--- src/rtl/vga_display_core.sv ---
// vga_display_core: parametrised VGA display engine.
// Pixel-tick divider, h/v timing counters, sync/blank generation, a PIPE_LAT
// stage alignment line matching the external pixel source latency, and
// MSB-first replication of IN_BITS colour fields to 8-bit DAC channels.
// Optional feature macro: VGA_TEST_PATTERN_EN adds a test_mode input that
// replaces the pixel source with eight vertical colour bars, switched only
// at frame boundaries.
module vga_display_core #(
  parameter int CLK_DIV  = 2,
  parameter int H_ACTIVE = 640,
  parameter int H_FP     = 16,
  parameter int H_SYNC   = 96,
  parameter int H_BP     = 48,
  parameter int V_ACTIVE = 480,
  parameter int V_FP     = 10,
  parameter int V_SYNC   = 2,
  parameter int V_BP     = 33,
  parameter bit H_POL    = 1'b0,
  parameter bit V_POL    = 1'b0,
  parameter int IN_BITS  = 1,
  parameter int PIPE_LAT = 1,
  parameter int CNT_W    = 10
) (
  input  logic                 clk,
  input  logic                 clear,
  input  logic [3*IN_BITS-1:0] pix_rgb,
`ifdef VGA_TEST_PATTERN_EN
  input  logic                 test_mode,
`endif
  output logic                 pix_en,
  output logic [CNT_W-1:0]     hcount,
  output logic [CNT_W-1:0]     vcount,
  output logic                 hsync,
  output logic                 vsync,
  output logic                 bright,
  output logic                 frame_start,
  output logic [7:0]           Red,
  output logic [7:0]           Green,
  output logic [7:0]           Blue,
  output logic                 vga_clk
);

  localparam int H_TOTAL  = H_ACTIVE + H_FP + H_SYNC + H_BP;
  localparam int V_TOTAL  = V_ACTIVE + V_FP + V_SYNC + V_BP;
  localparam int HS_START = H_ACTIVE + H_FP;
  localparam int HS_END   = HS_START + H_SYNC;
  localparam int VS_START = V_ACTIVE + V_FP;
  localparam int VS_END   = VS_START + V_SYNC;
  localparam int DIV_W    = (CLK_DIV <= 2) ? 1 : $clog2(CLK_DIV);
`ifdef VGA_TEST_PATTERN_EN
  localparam int DW       = 5 + CNT_W;
`else
  localparam int DW       = 4;
`endif

  // Replicate an IN_BITS field MSB-first across 8 bits (3'b101 -> 8'hB6).
  function automatic logic [7:0] expand(input logic [IN_BITS-1:0] ch);
    logic [7:0] e;
    e = 8'h00;
    for (int i = 0; i < 8; i++) begin
      e[7-i] = ch[IN_BITS-1-(i % IN_BITS)];
    end
    return e;
  endfunction

  logic [DIV_W-1:0] div_r;
  logic [DIV_W-1:0] div_next_s;
  logic             pix_en_r;
  logic             vga_clk_r;
  logic [CNT_W-1:0] hcount_r, vcount_r;
  logic [CNT_W-1:0] hcount_next_s, vcount_next_s;
  logic             hs_s, vs_s, act_s, sof_s;
  logic [DW-1:0]    raw_s, dly_s;
  logic             hs_d, vs_d, act_d, sof_d;
  logic             hsync_r, vsync_r, bright_r, frame_start_r;
  logic [7:0]       red_r, green_r, blue_r;
  logic [7:0]       red_s, green_s, blue_s;
`ifdef VGA_TEST_PATTERN_EN
  logic             mode_r, mode_s, mode_d;
  logic [CNT_W-1:0] hcount_d;
  logic [CNT_W+2:0] bar_prod_s;
  logic [2:0]       bar_idx_s;
`endif

  // Divider next value: count 0..CLK_DIV-1 and wrap.
  always_comb begin
    div_next_s = div_r;
    if (div_r == DIV_W'(CLK_DIV - 1)) begin
      div_next_s = {DIV_W{1'b0}};
    end else begin
      div_next_s = div_r + DIV_W'(1);
    end
  end

  // Divider state plus registered pixel tick and DAC clock decoded from the next count.
  always_ff @(posedge clk or posedge clear) begin
    if (clear) begin
      div_r     <= {DIV_W{1'b0}};
      pix_en_r  <= 1'b0;
      vga_clk_r <= 1'b0;
    end else begin
      div_r     <= div_next_s;
      pix_en_r  <= (div_next_s == DIV_W'(CLK_DIV - 1));
      vga_clk_r <= (div_next_s >= DIV_W'(CLK_DIV / 2));
    end
  end

  // Horizontal/vertical position next values, advancing only on the pixel tick.
  always_comb begin
    hcount_next_s = hcount_r;
    vcount_next_s = vcount_r;
    if (pix_en_r) begin
      if (hcount_r == CNT_W'(H_TOTAL - 1)) begin
        hcount_next_s = {CNT_W{1'b0}};
        if (vcount_r == CNT_W'(V_TOTAL - 1)) begin
          vcount_next_s = {CNT_W{1'b0}};
        end else begin
          vcount_next_s = vcount_r + CNT_W'(1);
        end
      end else begin
        hcount_next_s = hcount_r + CNT_W'(1);
      end
    end else begin
      hcount_next_s = hcount_r;
      vcount_next_s = vcount_r;
    end
  end

  // Position counter registers.
  always_ff @(posedge clk or posedge clear) begin
    if (clear) begin
      hcount_r <= {CNT_W{1'b0}};
      vcount_r <= {CNT_W{1'b0}};
    end else begin
      hcount_r <= hcount_next_s;
      vcount_r <= vcount_next_s;
    end
  end

  // Raw (undelayed) sync, active-video and start-of-frame decode.
  always_comb begin
    hs_s  = (int'(hcount_r) >= HS_START) && (int'(hcount_r) < HS_END);
    vs_s  = (int'(vcount_r) >= VS_START) && (int'(vcount_r) < VS_END);
    act_s = (int'(hcount_r) < H_ACTIVE) && (int'(vcount_r) < V_ACTIVE);
    sof_s = (hcount_r == {CNT_W{1'b0}}) && (vcount_r == {CNT_W{1'b0}});
  end

`ifdef VGA_TEST_PATTERN_EN
  // The mode seen by a pixel: the new request applies from pixel (0,0) on, so a frame never mixes modes.
  always_comb begin
    if (sof_s) begin
      mode_s = test_mode;
    end else begin
      mode_s = mode_r;
    end
  end

  // Latch the requested mode only at the start-of-frame tick.
  always_ff @(posedge clk or posedge clear) begin
    if (clear) begin
      mode_r <= 1'b0;
    end else if (pix_en_r && sof_s) begin
      mode_r <= test_mode;
    end else begin
      mode_r <= mode_r;
    end
  end

  assign raw_s    = {hcount_r, mode_s, hs_s, vs_s, act_s, sof_s};
  assign mode_d   = dly_s[4];
  assign hcount_d = dly_s[5 +: CNT_W];
`else
  assign raw_s    = {hs_s, vs_s, act_s, sof_s};
`endif

  assign hs_d  = dly_s[3];
  assign vs_d  = dly_s[2];
  assign act_d = dly_s[1];
  assign sof_d = dly_s[0];

  generate
    if (PIPE_LAT == 0) begin : g_no_pipe
      assign dly_s = raw_s;
    end else begin : g_pipe
      logic [DW-1:0] stage_r [PIPE_LAT];

      // Alignment shift line: one stage per pixel tick, cleared to inactive.
      always_ff @(posedge clk or posedge clear) begin
        if (clear) begin
          for (int i = 0; i < PIPE_LAT; i++) begin
            stage_r[i] <= {DW{1'b0}};
          end
        end else if (pix_en_r) begin
          stage_r[0] <= raw_s;
          for (int i = 1; i < PIPE_LAT; i++) begin
            stage_r[i] <= stage_r[i-1];
          end
        end
      end

      assign dly_s = stage_r[PIPE_LAT-1];
    end
  endgenerate

`ifdef VGA_TEST_PATTERN_EN
  assign bar_prod_s = {hcount_d, 3'b000};
  assign bar_idx_s  = 3'(bar_prod_s / (CNT_W+3)'(H_ACTIVE));
`endif

  // Colour selection: blank forces black, otherwise expanded source (or bars).
  always_comb begin
    red_s   = 8'h00;
    green_s = 8'h00;
    blue_s  = 8'h00;
    if (act_d) begin
`ifdef VGA_TEST_PATTERN_EN
      if (mode_d) begin
        red_s   = {8{bar_idx_s[2]}};
        green_s = {8{bar_idx_s[1]}};
        blue_s  = {8{bar_idx_s[0]}};
      end else begin
        red_s   = expand(pix_rgb[3*IN_BITS-1 -: IN_BITS]);
        green_s = expand(pix_rgb[2*IN_BITS-1 -: IN_BITS]);
        blue_s  = expand(pix_rgb[IN_BITS-1:0]);
      end
`else
      red_s   = expand(pix_rgb[3*IN_BITS-1 -: IN_BITS]);
      green_s = expand(pix_rgb[2*IN_BITS-1 -: IN_BITS]);
      blue_s  = expand(pix_rgb[IN_BITS-1:0]);
`endif
    end else begin
      red_s   = 8'h00;
      green_s = 8'h00;
      blue_s  = 8'h00;
    end
  end

  // Output register: updates on the pixel tick and holds in between; frame_start is a one-clk pulse.
  always_ff @(posedge clk or posedge clear) begin
    if (clear) begin
      hsync_r       <= ~H_POL;
      vsync_r       <= ~V_POL;
      bright_r      <= 1'b0;
      frame_start_r <= 1'b0;
      red_r         <= 8'h00;
      green_r       <= 8'h00;
      blue_r        <= 8'h00;
    end else begin
      frame_start_r <= pix_en_r & sof_d;
      if (pix_en_r) begin
        hsync_r  <= hs_d ? H_POL : ~H_POL;
        vsync_r  <= vs_d ? V_POL : ~V_POL;
        bright_r <= act_d;
        red_r    <= red_s;
        green_r  <= green_s;
        blue_r   <= blue_s;
      end
    end
  end

  assign pix_en      = pix_en_r;
  assign vga_clk     = vga_clk_r;
  assign hcount      = hcount_r;
  assign vcount      = vcount_r;
  assign hsync       = hsync_r;
  assign vsync       = vsync_r;
  assign bright      = bright_r;
  assign frame_start = frame_start_r;
  assign Red         = red_r;
  assign Green       = green_r;
  assign Blue        = blue_r;

endmodule
--- config.mk ---
export PLATFORM = sky130hd
export DESIGN_NAME = vga_display_core
export DESIGN_NICKNAME = d
export VERILOG_FILES = /design/src/rtl/vga_display_core.sv
export SDC_FILE = /design/constraint.sdc
export NUM_CORES = 1
export LEC_CHECK = 0
export ABC_AREA = 1
export CAP_MARGIN = 15
export CORE_MARGIN = 2
export CORE_UTILIZATION = 48
export CTS_CLUSTER_SIZE = 28
export DETAILED_ROUTE_END_ITERATION = 10
export GPL_ROUTABILITY_DRIVEN = 0
export PLACE_DENSITY = 0.8
export SYNTH_ARGS = -nofsm -noshare
export SYNTH_HDL_FRONTEND = slang
export SYNTH_SLANG_ARGS = --single-unit
export TNS_END_PERCENT = 5
--- constraint.sdc ---
create_clock -name clk -period 1.8 [get_ports clk]
set_input_delay 0.27 -clock clk [delete_from_list [all_inputs] [get_ports clk]]
set_output_delay 0.27 -clock clk [all_outputs]
set_load 0.01 [all_outputs]
# Yosys cells after proc, flatten, opt, wreduce, memory -nomap -nowiden
# Index checks and enable logic that the tools add are counted.
dict set report op_classes {
  n_eq_ne 2
  reduce_logical 7
  addsub 3
  magnitude_cmp 7
  n_mux 8
  bitwise 1
}
# cell n
set ops {}
lappend ops {{8-bit two-way mux} 3}
lappend ops {{10-bit by 1-bit adder with 10-bit output (second input constant)} 2}
lappend ops {{10-bit equality test (second input constant)} 2}
lappend ops {{10-bit zero test} 2}
lappend ops {{10-bit less-than comparator (second input constant)} 2}
lappend ops {{10-bit by 9-bit less-than comparator with 1-bit output (second input constant)} 2}
lappend ops {{10-bit two-way mux} 2}
lappend ops {{10-bit >= comparator (second input constant)} 1}
lappend ops {{10-bit by 9-bit >= comparator with 1-bit output (second input constant)} 1}
lappend ops {{1-bit logical AND} 4}
lappend ops {{1-bit two-way mux} 3}
lappend ops {{2-bit AND reduction} 1}
lappend ops {{1-bit adder (second input constant)} 1}
lappend ops {{1-bit AND} 1}
lappend ops {{1-bit >= comparator (second input constant)} 1}
dict set report totals {
  regBits 54
  wordCells 40
  in_bits 5
  output_inout_bits 50
}

# Longest topological paths before layout
dict set report logic_depth {
  word_depth 3
  depth_mapped 8
  depth_no_buf 8
}

# Worst setup path before layout
# OpenSTA, ideal clock, no wires.
dict set report synth_timing {
  kind {register -> register}
  startpoint {reg vcount_r[1] (netlist: vcount[1])}
  endpoint {reg vcount_r[8] (netlist: vcount[8])}
  setup_slack_ns 0.462
  period_less_slack_ns 1.338
  path_stages_with_launch 9
  setup_time_ns 0.116
  arrival_ns 1.221
  path_buffers 0
  path_cell_list {dfrtp_1 -> ha_1 -> inv_1 -> nor3_2 -> nand2_1 -> nand2_1 -> nand2_1 -> nand2_1 -> nand2_1}
}
dict set report synth_between {
  elab_chain_cells 2
  word_cells_on_any_way 3
  classes_between {add/sub (1); eq/ne (1); mux (1)}
}
# element line_no
set synth_lines {}
lappend synth_lines {{from (decl)} 70} ;# logic [CNT_W-1:0] hcount_r, vcount_r;
lappend synth_lines {{from (signal assigned)} 133} ;# vcount_r <= {CNT_W{1'b0}};
lappend synth_lines {{from (signal assigned)} 136} ;# vcount_r <= vcount_next_s;
lappend synth_lines {{10-bit by 1-bit adder with 10-bit output or 10-bit equality test (tied branches)} {118, 115}}
lappend synth_lines {{10-bit two-way mux *} 115} ;# if (vcount_r == CNT_W'(V_TOTAL - 1)) begin
# Mark *: on every way between the ends. The rest lies on a longest branch, timed or not.
# A chain may end at the register's enable or synchronous reset.

==> impl_results.html <==
<table>
<tr><th>Metric</th><th>Value</th></tr>
<tr><th colspan="2">Critical path</th></tr>
<tr><td>Beginning of the critical path</td><td>pix_en$_DFF_PP0_</td></tr>
<tr><td>Critical Path Stages</td><td>1</td></tr>
<tr><td>Worst r2r src</td><td>vcount[1]$_DFFE_PP0P_</td></tr>
<tr><td>Slowest cell on the critical path</td><td>clkdlybuf4s50_1</td></tr>
<tr><td>FF-to-FF setup slack</td><td>340 ps</td></tr>
<tr><td>Worst-path maximum fanout</td><td>9</td></tr>
<tr><td>Crit path max-delay family</td><td>buffers and inverters</td></tr>
<tr><td>Data arrival time of the worst path</td><td>1420 ps</td></tr>
<tr><td>Critical path cell sequence</td><td>clkdlybuf4s50_1</td></tr>
<tr><td>Combined buffer and inverter count along the critical path</td><td>1</td></tr>
<tr><td>Startpoint class of the critical path</td><td>flip-flop</td></tr>
<tr><td>Capturing element of the worst setup path</td><td>vga_clk</td></tr>
<tr><td>Depth of the worst register-to-register path</td><td>8</td></tr>
<tr><td>Worst reg2reg endpoint</td><td>vcount[8]$_DFFE_PP0P_</td></tr>
<tr><td>Category of the worst setup path capture point</td><td>output port</td></tr>
<tr><td>Path type of the worst setup path</td><td>reg2out</td></tr>
<tr><td>WP data required</td><td>1530 ps</td></tr>
<tr><td>Delay contributed by the slowest stage of the critical path</td><td>610 ps</td></tr>
<tr><th colspan="2">Floorplanning</th></tr>
<tr><td>Number of rows in the core area</td><td>23</td></tr>
<tr><td>Number of primary I/O pins</td><td>55</td></tr>
<tr><td>Die height</td><td>68.4 µm</td></tr>
<tr><td>Standard cell core area</td><td>4000 µm²</td></tr>
<tr><td>Effective utilization at floorplan</td><td>0.497</td></tr>
<tr><td>Width of the die</td><td>68.4 µm</td></tr>
<tr><td>Total die area</td><td>4670 µm²</td></tr>
<tr><th colspan="2">Synth</th></tr>
<tr><td>Flop and latch count out of synthesis</td><td>32</td></tr>
<tr><td>Area of the mapped netlist</td><td>1990 µm²</td></tr>
<tr><td>Average cell area after synthesis</td><td>7.92 µm²</td></tr>
<tr><td>Sequential area share after synthesis</td><td>0.404</td></tr>
<tr><td>Number of synthesized flops with an enable pin</td><td>0</td></tr>
<tr><td>Proportion of synthesized flip-flops having asynchronous set or reset</td><td>1.00</td></tr>
<tr><td>Syn nets</td><td>261</td></tr>
<tr><td>Synthesized instance count</td><td>251</td></tr>
<tr><td>Yosys warnings</td><td>0</td></tr>
<tr><td>Number of different library cells in the post-synthesis netlist</td><td>31</td></tr>
<tr><td>Most used flip-flop cell after synthesis</td><td>dfrtp_1</td></tr>
<tr><th colspan="2">Routing</th></tr>
<tr><td>DR vias</td><td>1,681</td></tr>
<tr><td>First-pass detailed-route iteration total</td><td>5</td></tr>
<tr><td>Final WL</td><td>4.19 mm</td></tr>
<tr><td>DR vias/cell</td><td>4.96</td></tr>
<tr><td>Initial detailed-routing violation count</td><td>49</td></tr>
<tr><td>Antenna-violating nets left</td><td>0</td></tr>
<tr><td>Mean routed wirelength per cell</td><td>12.4 µm</td></tr>
<tr><td>Number of remaining DRC errors</td><td>0</td></tr>
<tr><th colspan="2">Timing</th></tr>
<tr><td>RSZ-0062 raised after global routing</td><td>false</td></tr>
<tr><td>Setup-failing EPs final</td><td>0</td></tr>
<tr><td>Slew headroom</td><td>0.718</td></tr>
<tr><td>Final-report hold violation count</td><td>0</td></tr>
<tr><td>Final setup slack of the worst path</td><td>114 ps</td></tr>
<tr><td>Fmax</td><td>593 MHz</td></tr>
<tr><td>Time the worst path needs with I/O delays and setup</td><td>1690 ps</td></tr>
<tr><td>Setup TNS after final layout</td><td>0 ps</td></tr>
<tr><td>Clock Skew</td><td>7.90 ps</td></tr>
<tr><td>Final slew viol count</td><td>0</td></tr>
<tr><td>Slew at the pin with the worst max-slew slack</td><td>423 ps</td></tr>
<tr><td>Period utilization</td><td>0.936</td></tr>
<tr><th colspan="2">Clock tree</th></tr>
<tr><td>Cells resized by post-CTS repair</td><td>0</td></tr>
<tr><td>Count of buffers added by post-CTS timing repair for setup</td><td>0</td></tr>
<tr><td>Clock root buffer master</td><td>clkbuf_8</td></tr>
<tr><td>Worst-skew pair later-pin latency</td><td>290 ps</td></tr>
<tr><td>Number of H-tree levels</td><td>2</td></tr>
<tr><td>Total CTS buffers</td><td>5</td></tr>
<tr><td>Maximum count of clock buffers along a single path</td><td>2</td></tr>
<tr><td>CTS Hold Bufs</td><td>0</td></tr>
<tr><td>Clock-pin slew of the registers on the worst-case setup and hold paths</td><td>70 ps</td></tr>
<tr><td>Clock tree from TritonCTS</td><td>done</td></tr>
<tr><td>TritonCTS sink count</td><td>32</td></tr>
<tr><th colspan="2">Final layout</th></tr>
<tr><td>Highest-count cells in the layout ignoring fill and taps</td><td>73 x nand2_1, 54 x clkdlybuf4s50_1, 30 x dfrtp_1</td></tr>
<tr><td>Core utilization of the finished layout</td><td>0.629</td></tr>
<tr><td>Count of nets after finishing</td><td>298</td></tr>
<tr><td>Post-layout instance area</td><td>2520 µm²</td></tr>
<tr><td>Antenna Cells</td><td>0</td></tr>
<tr><td>Relative area change from synthesis to final layout</td><td>26.6%</td></tr>
<tr><td>Leading cell type in the layout, fill and taps excluded</td><td>nand2_1</td></tr>
<tr><td>Fillers</td><td>357</td></tr>
<tr><td>Share of post-route cells with drive strength above 1</td><td>0.0934</td></tr>
<tr><th colspan="2">Power and ir drop</th></tr>
<tr><td>Worst vdd ir</td><td>0.443 mV</td></tr>
<tr><td>Power per standard cell area</td><td>599 nW/µm²</td></tr>
<tr><td>Sequential power share</td><td>0.484</td></tr>
<tr><td>Clock Power Share</td><td>0.453</td></tr>
<tr><td>Leakage component of the power</td><td>1.21 nW</td></tr>
<tr><td>Combinational Power Share</td><td>0.063</td></tr>
<tr><td>Net switching power</td><td>0.000318 W</td></tr>
<tr><td>Switching fraction of total power</td><td>0.211</td></tr>
<tr><td>Cell Int Power</td><td>0.00119 W</td></tr>
<tr><th colspan="2">Place</th></tr>
<tr><td>PortBufs</td><td>54</td></tr>
<tr><td>Half-perimeter wire length after detailed placement</td><td>3.10 mm</td></tr>
<tr><td>Total cell area at the placement stage</td><td>2410 µm²</td></tr>
<tr><td>Post-Place Setup Slack</td><td>354 ps</td></tr>
<tr><th colspan="2">Global routing</th></tr>
<tr><td>Pin count of the biggest net entering global routing</td><td>33</td></tr>
<tr><td>Number of global-route vias before repair</td><td>1,468</td></tr>
<tr><td>GRT Residual Overflow</td><td>0</td></tr>
<tr><td>Wire length of the first global-routing pass</td><td>6.80 mm</td></tr>
<tr><td>Initial antenna violation count</td><td>0</td></tr>
<tr><td>GRT Total Usage</td><td>0.200</td></tr>
<tr><th colspan="2">Status</th></tr>
<tr><td>Status</td><td>finished clean</td></tr>
<tr><th colspan="2">Hold path</th></tr>
<tr><td>Hold Path Class</td><td>in2async</td></tr>
<tr><th colspan="2">Job</th></tr>
<tr><td>Max-capacitance violation count</td><td>0</td></tr>
</table>
-- through the flow --
step | cells | total power, W | hold slack, ps
after floorplan | 251 | 0.000804 | 385
after global placement | 331 | 0.000838 | 415
after detailed placement | 331 | 0.000840 | 430
after CTS | 339 | 0.00152 | 378
after global routing | 339 | 0.00157 | 450
final | 339 | 0.00151 | 365
-- per-layer routing --
layer / track usage / routed length, µm / up-vias
met5: 0 / 0 / -
met4: 0.0750 / 67 / 0
met3: 0.0461 / 312 / 6
met2: 0.336 / 2010 / 68
met1: 0.250 / 1810 / 766
li1: - / - / 841
-- cells in the mapped netlist (all sizes together) (2+ instances only) --
| cell type | count | share of area |
|---|---|---|
| nand2 | 74 | 0.14 |
| dfrtp | 30 | 0.38 |
| inv | 29 | 0.055 |
| nand3 | 28 | 0.082 |
| buf | 26 | 0.10 |
| nor2 | 24 | 0.062 |
| o21ai | 9 | 0.023 |
| xor2 | 6 | 0.026 |
| ha | 5 | 0.031 |
| nand4 | 5 | 0.023 |
| nor3 | 3 | 0.010 |
| nor3b | 3 | 0.014 |
| dfstp | 2 | 0.026 |
| xnor2 | 2 | 0.0088 |
-- flip-flops by register name, indices dropped and copies added, names as in the netlist --
| signal | cells |
|---|---|
| Blue | 1 |
| Green | 1 |
| Red | 1 |
| bright | 1 |
| dly_s | 4 |
| frame_start | 1 |
| hcount | 10 |
| hsync | 1 |
| pix_en | 1 |
| vcount | 10 |
| vsync | 1 |
-- power groups by stage --
stage	Sequential (W)	Clock (W)	Combinational, W
finish	0.000729	0.000682	0.0000954
global route	0.000730	0.000731	0.000105
CTS	0.000730	0.000692	0.0000971
detailed placement	0.000743	0	0.0000970
global placement	0.000743	0	0.0000957
floorplan	0.000744	0	0.0000603
-- layout make-up --
cell class              count  area [µm²]  area share
inverters                  30         118      0.0467
flip-flops and latches     32         803       0.319
well taps                  50        62.6      0.0249
multi-input cells         162         863       0.343
clock inverters             2        35.0      0.0139
clock buffers               6        72.6      0.0288
repair buffers             57         563       0.224
-- cells by family after synthesis --
logic type                 synth area share
DFF                                   0.404
adders and majority gates            0.0315
xor gates and xnor gates             0.0352
and+or+nand+nor                       0.334
AOI/OAI and AO/OA                    0.0334
buffers and inverters                 0.162
-- worst min path at each step --
stage	start	end	slack, ps
detailed placement	dly_s[3]$_DFFE_PP0P_	hsync$_DFFE_PP1P_	430
global placement	dly_s[2]$_DFFE_PP0P_	vsync$_DFFE_PP1P_	420
floorplan	clear	Blue[6]$_DFFE_PP0P_	380
CTS	clear	vcount[7]$_DFFE_PP0P_	380
finish	clear	vcount[7]$_DFFE_PP0P_	370
global route	dly_s[3]$_DFFE_PP0P_	hsync$_DFFE_PP1P_	450
Note: power is estimated with default switching activity, not from simulation.
